**src/rtl/approx_serial_sub_if.sv**
```systemverilog
// Handshake/data bundle for the bit-serial approximate subtractor.
// Latency: n/a (wires only); operand side and result side are independent valid/ready channels.
// Backpressure: in_ready gates operand acceptance, out_ready holds the result in place.
// Signals: in_valid/in_ready/a/b (operand channel), out_valid/out_ready/diff/bout (result
// channel), busy (engine running). master = producer/consumer side, slave = subtractor.
interface approx_serial_sub_if #(
  parameter int WIDTH = 8
);
  logic             in_valid;
  logic             in_ready;
  logic [WIDTH-1:0] a;
  logic [WIDTH-1:0] b;
  logic             out_valid;
  logic             out_ready;
  logic [WIDTH-1:0] diff;
  logic             bout;
  logic             busy;

  modport master (
    output in_valid, a, b, out_ready,
    input  in_ready, out_valid, diff, bout, busy
  );

  modport slave (
    input  in_valid, a, b, out_ready,
    output in_ready, out_valid, diff, bout, busy
  );
endinterface

```
**src/rtl/approx_serial_sub.sv**
```systemverilog
// Bit-serial approximate subtractor (a - b, LSB first, borrow = ~a & b per cell).
// Latency: accept at edge E0 -> out_valid after edge E0+WIDTH; initiation interval >= WIDTH+2.
// Backpressure: result held in DONE until out_ready; in_ready only high in IDLE.
// Ports: clk, rst_n (synchronous, active-low), bus (slave modport of approx_serial_sub_if).
module approx_serial_sub #(
  parameter int WIDTH = 8
) (
  input  logic                clk,
  input  logic                rst_n,
  approx_serial_sub_if.slave  bus
);

  localparam int IW = (WIDTH > 1) ? $clog2(WIDTH) : 1;
  localparam logic [IW-1:0] LAST_BIT = IW'(WIDTH - 1);

  typedef enum logic [1:0] {
    S_IDLE = 2'd0,
    S_RUN  = 2'd1,
    S_DONE = 2'd2
  } state_t;

  state_t           state_q, state_d;
  logic [WIDTH-1:0] a_q, a_d;
  logic [WIDTH-1:0] b_q, b_d;
  logic [WIDTH-1:0] diff_q, diff_d;
  logic [IW-1:0]    i_q, i_d;
  logic             bin_q, bin_d;
  logic             bout_q, bout_d;
  logic             in_ready_q, in_ready_d;
  logic             out_valid_q, out_valid_d;
  logic             busy_q, busy_d;

  always_comb begin
    state_d = state_q;
    a_d     = a_q;
    b_d     = b_q;
    diff_d  = diff_q;
    i_d     = i_q;
    bin_d   = bin_q;
    bout_d  = bout_q;

    case (state_q)
      S_IDLE: begin
        if (bus.in_valid) begin
          a_d     = bus.a;
          b_d     = bus.b;
          diff_d  = '0;
          i_d     = '0;
          bin_d   = 1'b0;
          state_d = S_RUN;
        end
      end

      S_RUN: begin
        diff_d[i_q] = a_q[i_q] ^ b_q[i_q] ^ bin_q;
        // Borrow-in is intentionally left out of the borrow term: this is the
        // approximation that keeps each cell independent of the chain.
        bin_d = ~a_q[i_q] & b_q[i_q];
        if (i_q == LAST_BIT) begin
          bout_d  = ~a_q[WIDTH-1] & b_q[WIDTH-1];
          state_d = S_DONE;
          // Index is left at the last bit; it is reloaded on the next accept.
        end else begin
          i_d = i_q + 1'b1;
        end
      end

      S_DONE: begin
        if (bus.out_ready) begin
          state_d = S_IDLE;
        end
      end

      default: state_d = S_IDLE;
    endcase

    // Status outputs are registered copies of the next state decode, so they
    // depend only on the state register and never on in_valid/out_ready.
    in_ready_d  = (state_d == S_IDLE);
    out_valid_d = (state_d == S_DONE);
    busy_d      = (state_d == S_RUN);
  end

  always_ff @(posedge clk) begin
    if (!rst_n) begin
      state_q     <= S_IDLE;
      a_q         <= '0;
      b_q         <= '0;
      diff_q      <= '0;
      i_q         <= '0;
      bin_q       <= 1'b0;
      bout_q      <= 1'b0;
      in_ready_q  <= 1'b1;
      out_valid_q <= 1'b0;
      busy_q      <= 1'b0;
    end else begin
      state_q     <= state_d;
      a_q         <= a_d;
      b_q         <= b_d;
      diff_q      <= diff_d;
      i_q         <= i_d;
      bin_q       <= bin_d;
      bout_q      <= bout_d;
      in_ready_q  <= in_ready_d;
      out_valid_q <= out_valid_d;
      busy_q      <= busy_d;
    end
  end

  assign bus.in_ready  = in_ready_q;
  assign bus.out_valid = out_valid_q;
  assign bus.busy      = busy_q;
  assign bus.diff      = diff_q;
  assign bus.bout      = bout_q;

endmodule
```
**src/flat_wrapper.sv**
```systemverilog
// flat-port wrapper written by rule: the top's interface ports become plain ports
module approx_serial_sub_flat 
#(
  parameter int WIDTH = 8
)
  (clk, rst_n, bus_in_valid, bus_a, bus_b, bus_out_ready, bus_in_ready, bus_out_valid, bus_diff, bus_bout, bus_busy);
  approx_serial_sub_if #(.WIDTH(WIDTH)) bus_i ();
  input  logic clk;
  input  logic rst_n;
  input wire logic [$bits(bus_i.in_valid)-1:0] bus_in_valid;
  input wire logic [$bits(bus_i.a)-1:0] bus_a;
  input wire logic [$bits(bus_i.b)-1:0] bus_b;
  input wire logic [$bits(bus_i.out_ready)-1:0] bus_out_ready;
  output wire logic [$bits(bus_i.in_ready)-1:0] bus_in_ready;
  output wire logic [$bits(bus_i.out_valid)-1:0] bus_out_valid;
  output wire logic [$bits(bus_i.diff)-1:0] bus_diff;
  output wire logic [$bits(bus_i.bout)-1:0] bus_bout;
  output wire logic [$bits(bus_i.busy)-1:0] bus_busy;
  assign bus_i.in_valid = bus_in_valid;
  assign bus_i.a = bus_a;
  assign bus_i.b = bus_b;
  assign bus_i.out_ready = bus_out_ready;
  assign bus_in_ready = bus_i.in_ready;
  assign bus_out_valid = bus_i.out_valid;
  assign bus_diff = bus_i.diff;
  assign bus_bout = bus_i.bout;
  assign bus_busy = bus_i.busy;
  approx_serial_sub #(.WIDTH(WIDTH)) u_core (.clk(clk), .rst_n(rst_n), .bus(bus_i));
endmodule
```
**config.mk**
```make
export PLATFORM = sky130hd
export DESIGN_NAME = approx_serial_sub_flat
export DESIGN_NICKNAME = d
export VERILOG_FILES = /design/src/rtl/approx_serial_sub_if.sv /design/src/rtl/approx_serial_sub.sv /design/src/flat_wrapper.sv
export SDC_FILE = /design/constraint.sdc
export NUM_CORES = 1
export LEC_CHECK = 0
export ABC_AREA = 1
export BUFFER_PORTS_ARGS = -buffer_cell sky130_fd_sc_hd__clkbuf_2
export CORE_MARGIN = 2
export CORE_UTILIZATION = 53
export CTS_BUF_LIST = sky130_fd_sc_hd__clkbuf_4 sky130_fd_sc_hd__clkbuf_8 sky130_fd_sc_hd__clkbuf_16
export CTS_CLUSTER_DIAMETER = 60
export DETAILED_ROUTE_END_ITERATION = 8
export PLACE_DENSITY_LB_ADDON = 0.15
export SETUP_SLACK_MARGIN = 0.05
export SLEW_MARGIN = 10
export SYNTH_ARGS = -nofsm -noshare
export SYNTH_HDL_FRONTEND = slang
export SYNTH_SLANG_ARGS = --single-unit
```
**constraint.sdc**
```tcl
create_clock -name clk -period 2 [get_ports clk]
set_input_delay 0.1 -clock clk [delete_from_list [all_inputs] [get_ports clk]]
set_output_delay 0.1 -clock clk [all_outputs]
set_load 0.01 [all_outputs]
```
==> metrics.cfg, run 1 <==
[min_path]
min_from=bus_b[0]
min_delay_path_depth=3
hold_end=u_core.b_q[0]
min_path_type=primary input to flop

[global_route]
grtUsageMet1_pct=29.1
grt_max_degree=26
top_usage_layer=met2
gr-usage-met2_pct=30.5
grt_usage_pct=20.9
grt_pass1_vias=1338
grt_pass1_wl_mm=5.55
grt_overflow=0
grt_util_met3_pct=5.49
antenna_found_initial=0

[power]
power_uw=1450
vdd_drop_max_mv=0.436
p_per_area_nw_per_um2=786
p_leak_uw=0.000908

[clock_tree]
cts_inserted_buffers=5
clkLatencyLatePin_ps=340
numClockSinks=34
clkTransAtPathRegs_ps=110
cts_setup_buffers=0
cts.path.max_buffers=2
cts_tree=built
cts_max_level=2
cts_root_buf=clkbuf_4

[final_layout]
drive_above_1_share_pct=21.3
diodes=0
nFillCells=282
fin_nets=294
most-common-layout-cells=nand2_1 (73), nor2_1 (50), dfxtp_1 (33)
fin_cells=303
layout_commonest_cell=nand2_1
syn_to_final_growth_pct=16.0

[floorplanning]
io_pins=32
die_area_um2=3450
fp.dieW_um=58.8
die_y_um=58.8
initial_utilization_pct=56.6
core-area_um2=2810
row_count=19

[synthesis]
yosysTopAreaCell=dfxtp_1
synthCells=237
synth_seq_cells=34
synth_top_cell_area_share_pct=42.8
synth_nets=260
yosysWarnings=0
avgSynthCellArea_um2=6.70
syn_area_um2=1590
ys_seq_area_share_pct=42.8
ys_types=19
synthTopCellsByArea=dfxtp_1 (43%), nand2_1 (17%), nor2_1 (12%)

[critical_path]
r2r_start=u_core.i_q[0]
criticalPathCategory=flop to flop
critPathCaptureType=flop
slowest_stage=dfxtp_4
cpMostUsedCell=nand2_1
crit_path_max_incr_delay_ps=400
crit_required_ps=2240
critPathLaunchType=flop
cp_max_fo=10
crit_arrival_ps=2010
path_cells=inv_4, nand2_1, nand2_1, nand2_1, nand2_1, nand2_1, nand2_1, inv_1, ha_1, inv_1, nand2_1, nand2_2, nand2_1, o21ai_1, nor2_1
r2r_end=u_core.bus.diff[0]
rr_worst_depth=15
r2r_slack_ps=230

[timing]
fin_skew_ps=8.73
grt_setup_unrepaired=no
setup_violations=0
slew_headroom_pct=71.2
setup_ws_ps=228
tns_ps=0
worst_pin_slew_ps=432
layout_min_cycle_time_ps=1770
min_period_over_period_pct=88.6
fmax_ghz=0.564
maxSlewViolCount=0
hold_viol_final=0

[place]
port_buffers=31
dp.final_hpwl_mm=2.26
placed_cells=294
gp_congestion=0.853
pre_cts_slack_ps=54.2

[status]
violations=design-rule violations
status=finished with violations

[detailed_routing]
dr.pass1.iters=6
drt_wl_total_mm=3.13
drt_iter0_drc=61
ant_nets=0
num_vias=1520
wire_per_inst_um=10.3
remaining_drc_errors=2
via_per_inst=5.02

[flow_run]
cap_violations=0

worst max-delay path: cells and delay by family, from the launching register on:
kind	cells	cell delay [ps]
AND/OR/NAND/NOR	10	660
flip-flops	1	400
adder cells (fa/ha/maj)	1	290
buffers and inverters	3	200
AO/OA/AOI/OAI	1	120
synthesized netlist by cell type:
| cell | count |
|---|---|
| inv_2 | 6 |
| buf_4 | 3 |
| nand2_2 | 2 |
| nor2_1 | 50 |
| o21ai_2 | 1 |
| nand3_2 | 1 |
| a21oi_1 | 13 |
| buf_2 | 2 |
| ha_1 | 3 |
| buf_6 | 3 |
| nor3_2 | 1 |
| inv_1 | 11 |
| o21ai_0 | 18 |
| dfxtp_1 | 34 |
| nand2_1 | 74 |
| o21ai_1 | 1 |
| clkbuf_1 | 2 |
| nand3_1 | 11 |
| nor2_4 | 1 |
power by group:
part           switching [uW]  internal (uW)
clock                     228            259
sequential               25.8            716
combinational             138           81.5
routing by layer:
layer  vias up  share of wire (%)
met5         -                  0
met4         0                1.9
met3         8                4.5
met2        29                 45
met1       673                 49
li1        810                  -
cell type report:
type	count	area, um^2	area share, %
clock buffer	5	37.5	2.04
clock inverter	3	40.0	2.17
inverter	17	66.3	3.60
multi-input combinational	176	773	42.0
sequential	34	684	37.1
tap	31	38.8	2.10
timing repair buffer	37	203	11.0
state kept, by name, indices dropped and copies added (netlist names):
signal and flops:
u_core.a_q 8, u_core.b_q 8, u_core.bin_q 1, u_core.bus.bout 1
u_core.bus.busy 1, u_core.bus.diff 8, u_core.bus.in_ready 1, u_core.bus.out_valid 1
u_core.i_q 3, u_core.state_q 2
per-stage QoR:
| stage | instance area, um^2 | hold WS (ps) | util [%] |
|---|---|---|---|
| after floorplan | 1590 | 236 | - |
| after global placement | 1750 | 354 | 62.3 |
| after detailed placement | 1750 | 357 | 62.3 |
| after CTS | 1830 | 0.957 | 65.1 |
| after global routing | 1840 | 10.9 | 65.7 |
| final | 1840 | 2.02 | 65.7 |
worst max path at each step:
stage / from / endpoint / slack [ps] / depth (start not counted)
4_1_cts: u_core.i_q[0] / u_core.bus.diff[0] / 100 / 15
6_report: u_core.i_q[0] / u_core.bus.diff[0] / 230 / 15
2_1_floorplan: u_core.i_q[0] / u_core.bus.diff[0] / 240 / 15
5_1_grt: u_core.i_q[0] / u_core.bus.diff[0] / 60 / 15
3_3_place_gp: u_core.i_q[0] / u_core.bus.diff[0] / 160 / 14
3_5_place_dp: u_core.i_q[0] / u_core.bus.diff[0] / 50 / 14
what timing repair did:
item | CTS | global route
pin swaps | 0 | 0
hold buffers | 0 | 1
hold endpoints to repair | 0 | 1
setup endpoints to repair | 1 | 8
gates resized for setup | 1 | 4
logic make-up after synthesis:
kind of cell,Yosys count,share of synthesized area (%)
AOI/OAI and AO/OA,33,10.6
adders and majority gates,3,2.36
buffers and inverters,27,8.66
DFF,34,42.8
and+or+nand+nor,140,35.5
(Power assumes the default switching activity.)
==> run 2: changes to the inputs <==
CORE_UTILIZATION = 55   (was 53)
clock period = 2.11 ns   (was 2 ns; I/O delays follow)
==> metrics.cfg, run 2 (synthesized netlist as in run 1, its figures left out) <==
[min_path]
min_from=bus_b[4]
min_delay_path_depth=3  ; unchanged
min_path_type=primary input to flop
hold_end=u_core.b_q[4]

[clock_tree]
cts_hold_buf=0  ; unchanged
numClockSinks=34  ; unchanged
clkTransAtPathRegs_ps=100  ; about the same
cts_inserted_buffers=5  ; unchanged
cts.path.max_buffers=2  ; unchanged
cts_root_buf=clkbuf_4
cts_tree=built
cts_max_level=2  ; unchanged
clkLatencyLatePin_ps=330  ; about the same

[critical_path]
criticalPathCategory=flop to flop
crit_family=simple AND/OR/NAND/NOR gates
path_buf_inv=2  ; -1
r2r_end=u_core.bus.diff[0]
slowest_stage=dfxtp_2
r2r_slack_ps=320  ; +90 ps
rr_worst_depth=14  ; -1
crit_required_ps=2330  ; +90 ps
path_depth=14  ; -1
critPathLaunchType=flop
crit_arrival_ps=2010  ; about the same
critPathCaptureType=flop
path_cells=buf_4, nand2_1, nand2_1, nand2_1, nand2_1, nand2_1, nand2_1, ha_1, inv_1, nand2_1, nand2_2, nand2_1, o21ai_0, nor2_1
cpMostUsedCell=nand2_1
crit_path_max_incr_delay_ps=410  ; about the same
cp_max_fo=9  ; -1
r2r_start=u_core.i_q[0]

[place]
gp_congestion=0.846  ; -0.91%
dp.final_hpwl_mm=2.33  ; +3.1%
port_buffers=31  ; unchanged

[power]
comb_power_share_pct=15.8  ; +0.6 points
sw_frac_of_total_pct=28.2  ; +1.2 points
p_clk_share_pct=29.8  ; -3.8 points
vdd_drop_max_mv=0.519  ; +19%
power_uw=1290  ; -11%
switching_power_uw=365  ; -6.9%
p_leak_uw=0.000893  ; -1.6%
p_int_uw=928  ; -12%
p_seq_share_pct=54.4  ; +3.2 points
p_per_area_nw_per_um2=714  ; -9.2%

[timing]
tns_ps=0  ; unchanged
grt_setup_unrepaired=no
slew_headroom_pct=70.2  ; -0.96 points
fmax_ghz=0.559  ; -1.0%
setup_violations=0  ; unchanged
worst_pin_slew_ps=447  ; +14.4 ps
maxSlewViolCount=0  ; unchanged
layout_min_cycle_time_ps=1790  ; +18.8 ps
hold_viol_final=0  ; unchanged
min_period_over_period_pct=84.9  ; -3.7 points
fin_skew_ps=10.7  ; +1.94 ps

[final_layout]
diodes=0  ; unchanged
layout_commonest_cell=nand2_1
syn_to_final_growth_pct=13.9
post-route-util_pct=65.7  ; about the same
most-common-layout-cells=nand2_1 (73), nor2_1 (50), dfxtp_1 (32)
fin_nets=292  ; -0.68%
drive_above_1_share_pct=21.5  ; +0.16 points
ff_latch_area_um2=683  ; -0.18%
nFillCells=271  ; -3.9%
multiInputGateArea_um2=773  ; unchanged

[global_route]
gr-usage-met2_pct=33.9  ; +3.5 points
grt_usage_pct=21.1  ; +0.17 points
grt_max_degree=26  ; unchanged
grtUsageMet1_pct=27.2  ; -1.9 points
grt_util_met3_pct=5.58  ; +0.086 points
grt_overflow=0  ; unchanged
top_usage_layer=met2
antenna_found_initial=0  ; unchanged
grt_pass1_wl_mm=5.40  ; -2.7%
grt_pass1_vias=1260  ; -5.8%

[detailed_routing]
dr.pass1.iters=4  ; -2
via_per_inst=5.00  ; -0.40%
ant_nets=0  ; unchanged
num_vias=1504  ; -1.1%
drt_iter0_drc=60  ; -1.6%
wire_per_inst_um=10.7  ; +3.9%
drt_wl_total_mm=3.23  ; +3.2%
remaining_drc_errors=0  ; -2

[flow_run]
cap_violations=0  ; unchanged

[floorplanning]
core-area_um2=2760  ; -1.7%
io_pins=32  ; unchanged
row_count=19  ; unchanged
die_area_um2=3340  ; -3.4%
die_y_um=57.8  ; -1.7%
initial_utilization_pct=57.6  ; +0.98 points
fp.dieW_um=57.8  ; -1.7%

[status]
status=finished clean

[run 2: cell types whose count changed in the layout (fill, tap and decap cells not counted), sizes merged]
cell	delta
clkbuf	+2
buf	-1
bufinv	-1
clkinv	-1
dlygate4sd3	-1
[run 2: cell type report]
type / instances / area share (%)
Clock inverter: 1 / 0.276
Timing Repair Buffer: 35 / 10.2
Tap cell: 31 / 2.14
Multi-Input combinational cell: 176 / 42.7
Inverter: 17 / 3.66
Clock buffer: 7 / 3.25
Sequential cell: 34 / 37.7
[run 2: how the worst max path moves through the flow]
stage	startpoint	endpoint
6_report	u_core.i_q[0]	u_core.bus.diff[0]
5_1_grt	u_core.i_q[0]	u_core.bus.diff[0]
4_1_cts	u_core.i_q[0]	u_core.bus.diff[0]
3_5_place_dp	u_core.i_q[0]	u_core.bus.diff[0]
3_3_place_gp	u_core.i_q[0]	u_core.bus.diff[0]
2_1_floorplan	u_core.i_q[0]	u_core.bus.diff[0]
[run 2: metrics by stage]
step / setup slack, ps / cell area [um^2] / hold WS [ps] / instances
2_1_floorplan: 353 / 1590 / 241 / 237
3_3_place_gp: 260 / 1740 / 357 / 293
3_5_place_dp: 191 / 1740 / 362 / 293
4_1_cts: 155 / 1800 / 20.1 / 301
5_1_grt: 90.4 / 1810 / 24.2 / 301
6_report: 320 / 1810 / 19.9 / 301
[run 2: power groups by stage]
stage / combinational (uW) / sequential (uW) / clock, uW
final: 205 / 703 / 385
after global routing: 238 / 709 / 422
after CTS: 205 / 702 / 394
after detailed placement: 203 / 717 / 0
after global placement: 198 / 717 / 0
after floorplan: 156 / 713 / 0
[run 2: layer usage]
metal	vias up	wire length, um
li1	803	-
met1	648	1530
met2	46	1470
met4	0	58
met3	7	172
met5	-	0
[run 2: timing repair]
item | 4_1_cts | 5_1_grt
gates resized for setup | 0 | 4
hold endpoints to repair | 0 | 0
setup endpoints to repair | 0 | 8
setup buffers | 0 | 0
[run 2: worst min-delay path, delay by kind of cell]
family	cells	cell delay, ps
buffers and inverters	1	70
AOI/OAI and AO/OA	1	70
and+or+nand+nor	1	70
==> run 3: changes to the inputs <==
ABC_AREA = 0   (was 1)
CORE_UTILIZATION = 48   (was 55)
clock period = 1.49 ns   (was 2.11 ns; I/O delays follow)
==> metrics.cfg, run 3 <==
[status]
status=finished with violations
violations=negative setup slack

[power]
comb_power_share_pct=17.4  ; +1.6 points
p_clk_share_pct=28.2  ; -1.6 points
vdd_drop_max_mv=0.603  ; +16%
p_per_area_nw_per_um2=845  ; +18%
p_int_uw=1320  ; +43%
p_leak_uw=0.000917  ; +2.6%
p_seq_share_pct=54.4  ; about the same
switching_power_uw=465  ; +27%
sw_frac_of_total_pct=26.0  ; -2.2 points

[min_path]
min_from=bus_out_ready
hold_end=u_core.bus.out_valid
min_path_type=primary input to flop
min_delay_path_depth=4  ; +1

[critical_path]
path_cells=mux4_2, mux2i_1, ha_2, xor2_2, mux2_4, nor2_2
rr_worst_depth=6  ; -8
r2r_end=u_core.bus.diff[6]
crit_arrival_ps=2310  ; +300 ps
cp_max_fo=8  ; -1
r2r_slack_ps=-540  ; -860 ps
criticalPathCategory=flop to flop
crit_required_ps=1770  ; -560 ps
r2r_start=u_core.i_q[1]
slowest_stage=mux4_2
critPathCaptureType=flop
crit_path_max_incr_delay_ps=510  ; +100 ps
cp-startpoint=u_core.i_q[1]
critPathLaunchType=flop

[synthesis]
avgSynthCellArea_um2=8.56  ; +28%
ys_seq_area_share_pct=45.7  ; +2.8 points
yosysMostFrequentCell=nand2_1
synth_top_cell_area_share_pct=45.7  ; +2.8 points
ys_types=31  ; +12
synthCells=174  ; -27%
synth_edf_count=0  ; unchanged
synth_flop_cell=dfxtp_1
ys_top_cells_by_count=nand2_1 (46), dfxtp_1 (34), a21oi_1 (22)
yosysWarnings=0  ; unchanged
yosysTopAreaCell=dfxtp_1
synth_seq_cells=34  ; unchanged
synthTopCellsByArea=dfxtp_1 (46%), nand2_1 (12%), a21oi_1 (7.4%)
async_reset_ff_share_pct=0  ; unchanged
synth_nets=197  ; -24%
syn_area_um2=1490  ; -6.2%

[timing]
setup_ws_ps=-539  ; -858 ps
slew_headroom_pct=65.5  ; -4.7 points
fin_skew_ps=9.09  ; -1.58 ps
worst_pin_slew_ps=517  ; +69.7 ps
grt_setup_unrepaired=yes
tns_ps=-5240  ; -5240 ps
min_period_over_period_pct=136  ; +51 points
layout_min_cycle_time_ps=2030  ; +238 ps
hold_viol_final=0  ; unchanged
maxSlewViolCount=0  ; unchanged
fmax_ghz=0.493  ; -12%
setup_violations=14  ; +14

[final_layout]
most-common-layout-cells=nand2_1 (44), clkbuf_2 (31), dfxtp_1 (31)
diodes=0  ; unchanged
post-route-util_pct=70.4  ; +4.7 points
syn_to_final_growth_pct=41.8
fin_nets=263  ; -9.9%
nFillCells=244  ; -10%
layout_commonest_cell=nand2_1
drive_above_1_share_pct=35.0  ; +14 points

[floorplanning]
row_count=20  ; +1
initial_utilization_pct=49.6  ; -8.0 points
fp.dieW_um=59.7  ; +3.4%
die_area_um2=3570  ; +6.9%
die_y_um=59.7  ; +3.4%
io_pins=32  ; unchanged
core-area_um2=3000  ; +8.9%

[place]
port_buffers=31  ; unchanged
gp_congestion=0.767  ; -9.3%
dp.final_hpwl_mm=2.45  ; +5.2%

[detailed_routing]
via_per_inst=5.12  ; +2.5%
num_vias=1398  ; -7.0%
dr.pass1.iters=4  ; unchanged
drt_wl_total_mm=3.59  ; +11%
wire_per_inst_um=13.1  ; +22%
remaining_drc_errors=0  ; unchanged
ant_nets=0  ; unchanged
drt_iter0_drc=63  ; +5.0%

[global_route]
grt_max_degree=17  ; -35%
grt_usage_pct=22.4  ; +1.3 points
grt_overflow=0  ; unchanged
grt_pass1_wl_mm=5.75  ; +6.4%
antenna_found_initial=0  ; unchanged
grt_pass1_vias=1333  ; +5.8%

[clock_tree]
cts_inserted_buffers=5  ; unchanged
cts.path.max_buffers=2  ; unchanged
cts_tree=built
numClockSinks=34  ; unchanged
clkLatencyLatePin_ps=340  ; about the same
cts_root_buf=clkbuf_4
clkTransAtPathRegs_ps=100  ; about the same
cts_max_level=2  ; unchanged

[flow_run]
cap_violations=0  ; unchanged

==> run 3: cell count changes after synthesis, moves of 5 or more <==
cell	before	now
a21oi_1	13	22
buf_2	2	7
inv_1	11	1
inv_2	6	0
mux2i_1	0	5
nand2_1	74	46
nor2_1	50	15
o21ai_0	18	1
==> run 3: timing repair <==
action                                  in CTS  in global routing
pin swaps                                    3                  4
setup buffers                                0                  1
endpoints found under the setup margin      15                 16
hold endpoints to repair                    18                  0
resized for setup                            6                 14
hold buffers                                17                  0
==> run 3: final cells by class <==
| cell class | instances | area (um^2) | share of cell area [%] |
|---|---|---|---|
| timing repair buffer | 70 | 498 | 23.6 |
| clock buffer | 7 | 52.6 | 2.49 |
| tap | 33 | 41.3 | 1.95 |
| sequential | 34 | 687 | 32.5 |
| inverter | 1 | 3.75 | 0.178 |
| multi-input combinational | 128 | 831 | 39.3 |
==> run 3: how the worst max path moves through the flow <==
stage	end	slack [ps]	cells past startpoint
2_1_floorplan	u_core.bus.diff[7]	-410	7
3_3_place_gp	u_core.bus.diff[6]	-440	6
3_5_place_dp	u_core.bus.diff[7]	-530	6
4_1_cts	u_core.bus.diff[2]	-520	6
5_1_grt	u_core.bus.diff[6]	-620	7
6_report	u_core.bus.diff[6]	-540	6
==> run 3: logic make-up after synthesis <==
group                    count (synthesis)  synth area share (%)
adder cells (fa/ha/maj)                  3                  2.52
AO/OA/AOI/OAI                           29                  10.8
flip-flops                              34                  45.7
AND/OR/NAND/NOR                         82                  25.8
XOR/XNOR                                 2                  1.18
buffers and inverters                   12                  3.86
multiplexers                            12                  10.2
==> run 3: metal layers <==
layer	vias to the layer above	global-route usage, %	routed length, um
met1	631	26.0	1550
met3	11	7.79	197
li1	715	-	-
met5	-	0	0
met4	0	10.2	85
met2	41	37.0	1760
==> run 3: through the flow <==
stage	total power [uW]	area (um^2)	hold slack [ps]	setup slack, ps	cells
CTS	1780	2040	19.1	-520	272
global placement	1230	1800	296	-436	248
finish	1790	2110	26.8	-539	273
detailed placement	1240	1800	307	-527	248
global route	1880	2110	43.3	-618	273
floorplan	1150	1500	210	-414	174
==> run 3: power groups by stage <==
stage / Clock, uW / Combinational, uW / Sequential, uW
floorplan: 0 / 156 / 989
global placement: 0 / 241 / 993
detailed placement: 0 / 250 / 993
CTS: 513 / 291 / 971
global route: 566 / 340 / 977
finish: 504 / 311 / 972
==> run 3: worst max-delay path, delay by kind of cell, from the launching register on <==
family                   cells  cell delay, ps
XOR/XNOR                     1             180
adder cells (fa/ha/maj)      1             330
flip-flops                   1             400
multiplexers                 3             980
AND/OR/NAND/NOR              1              70
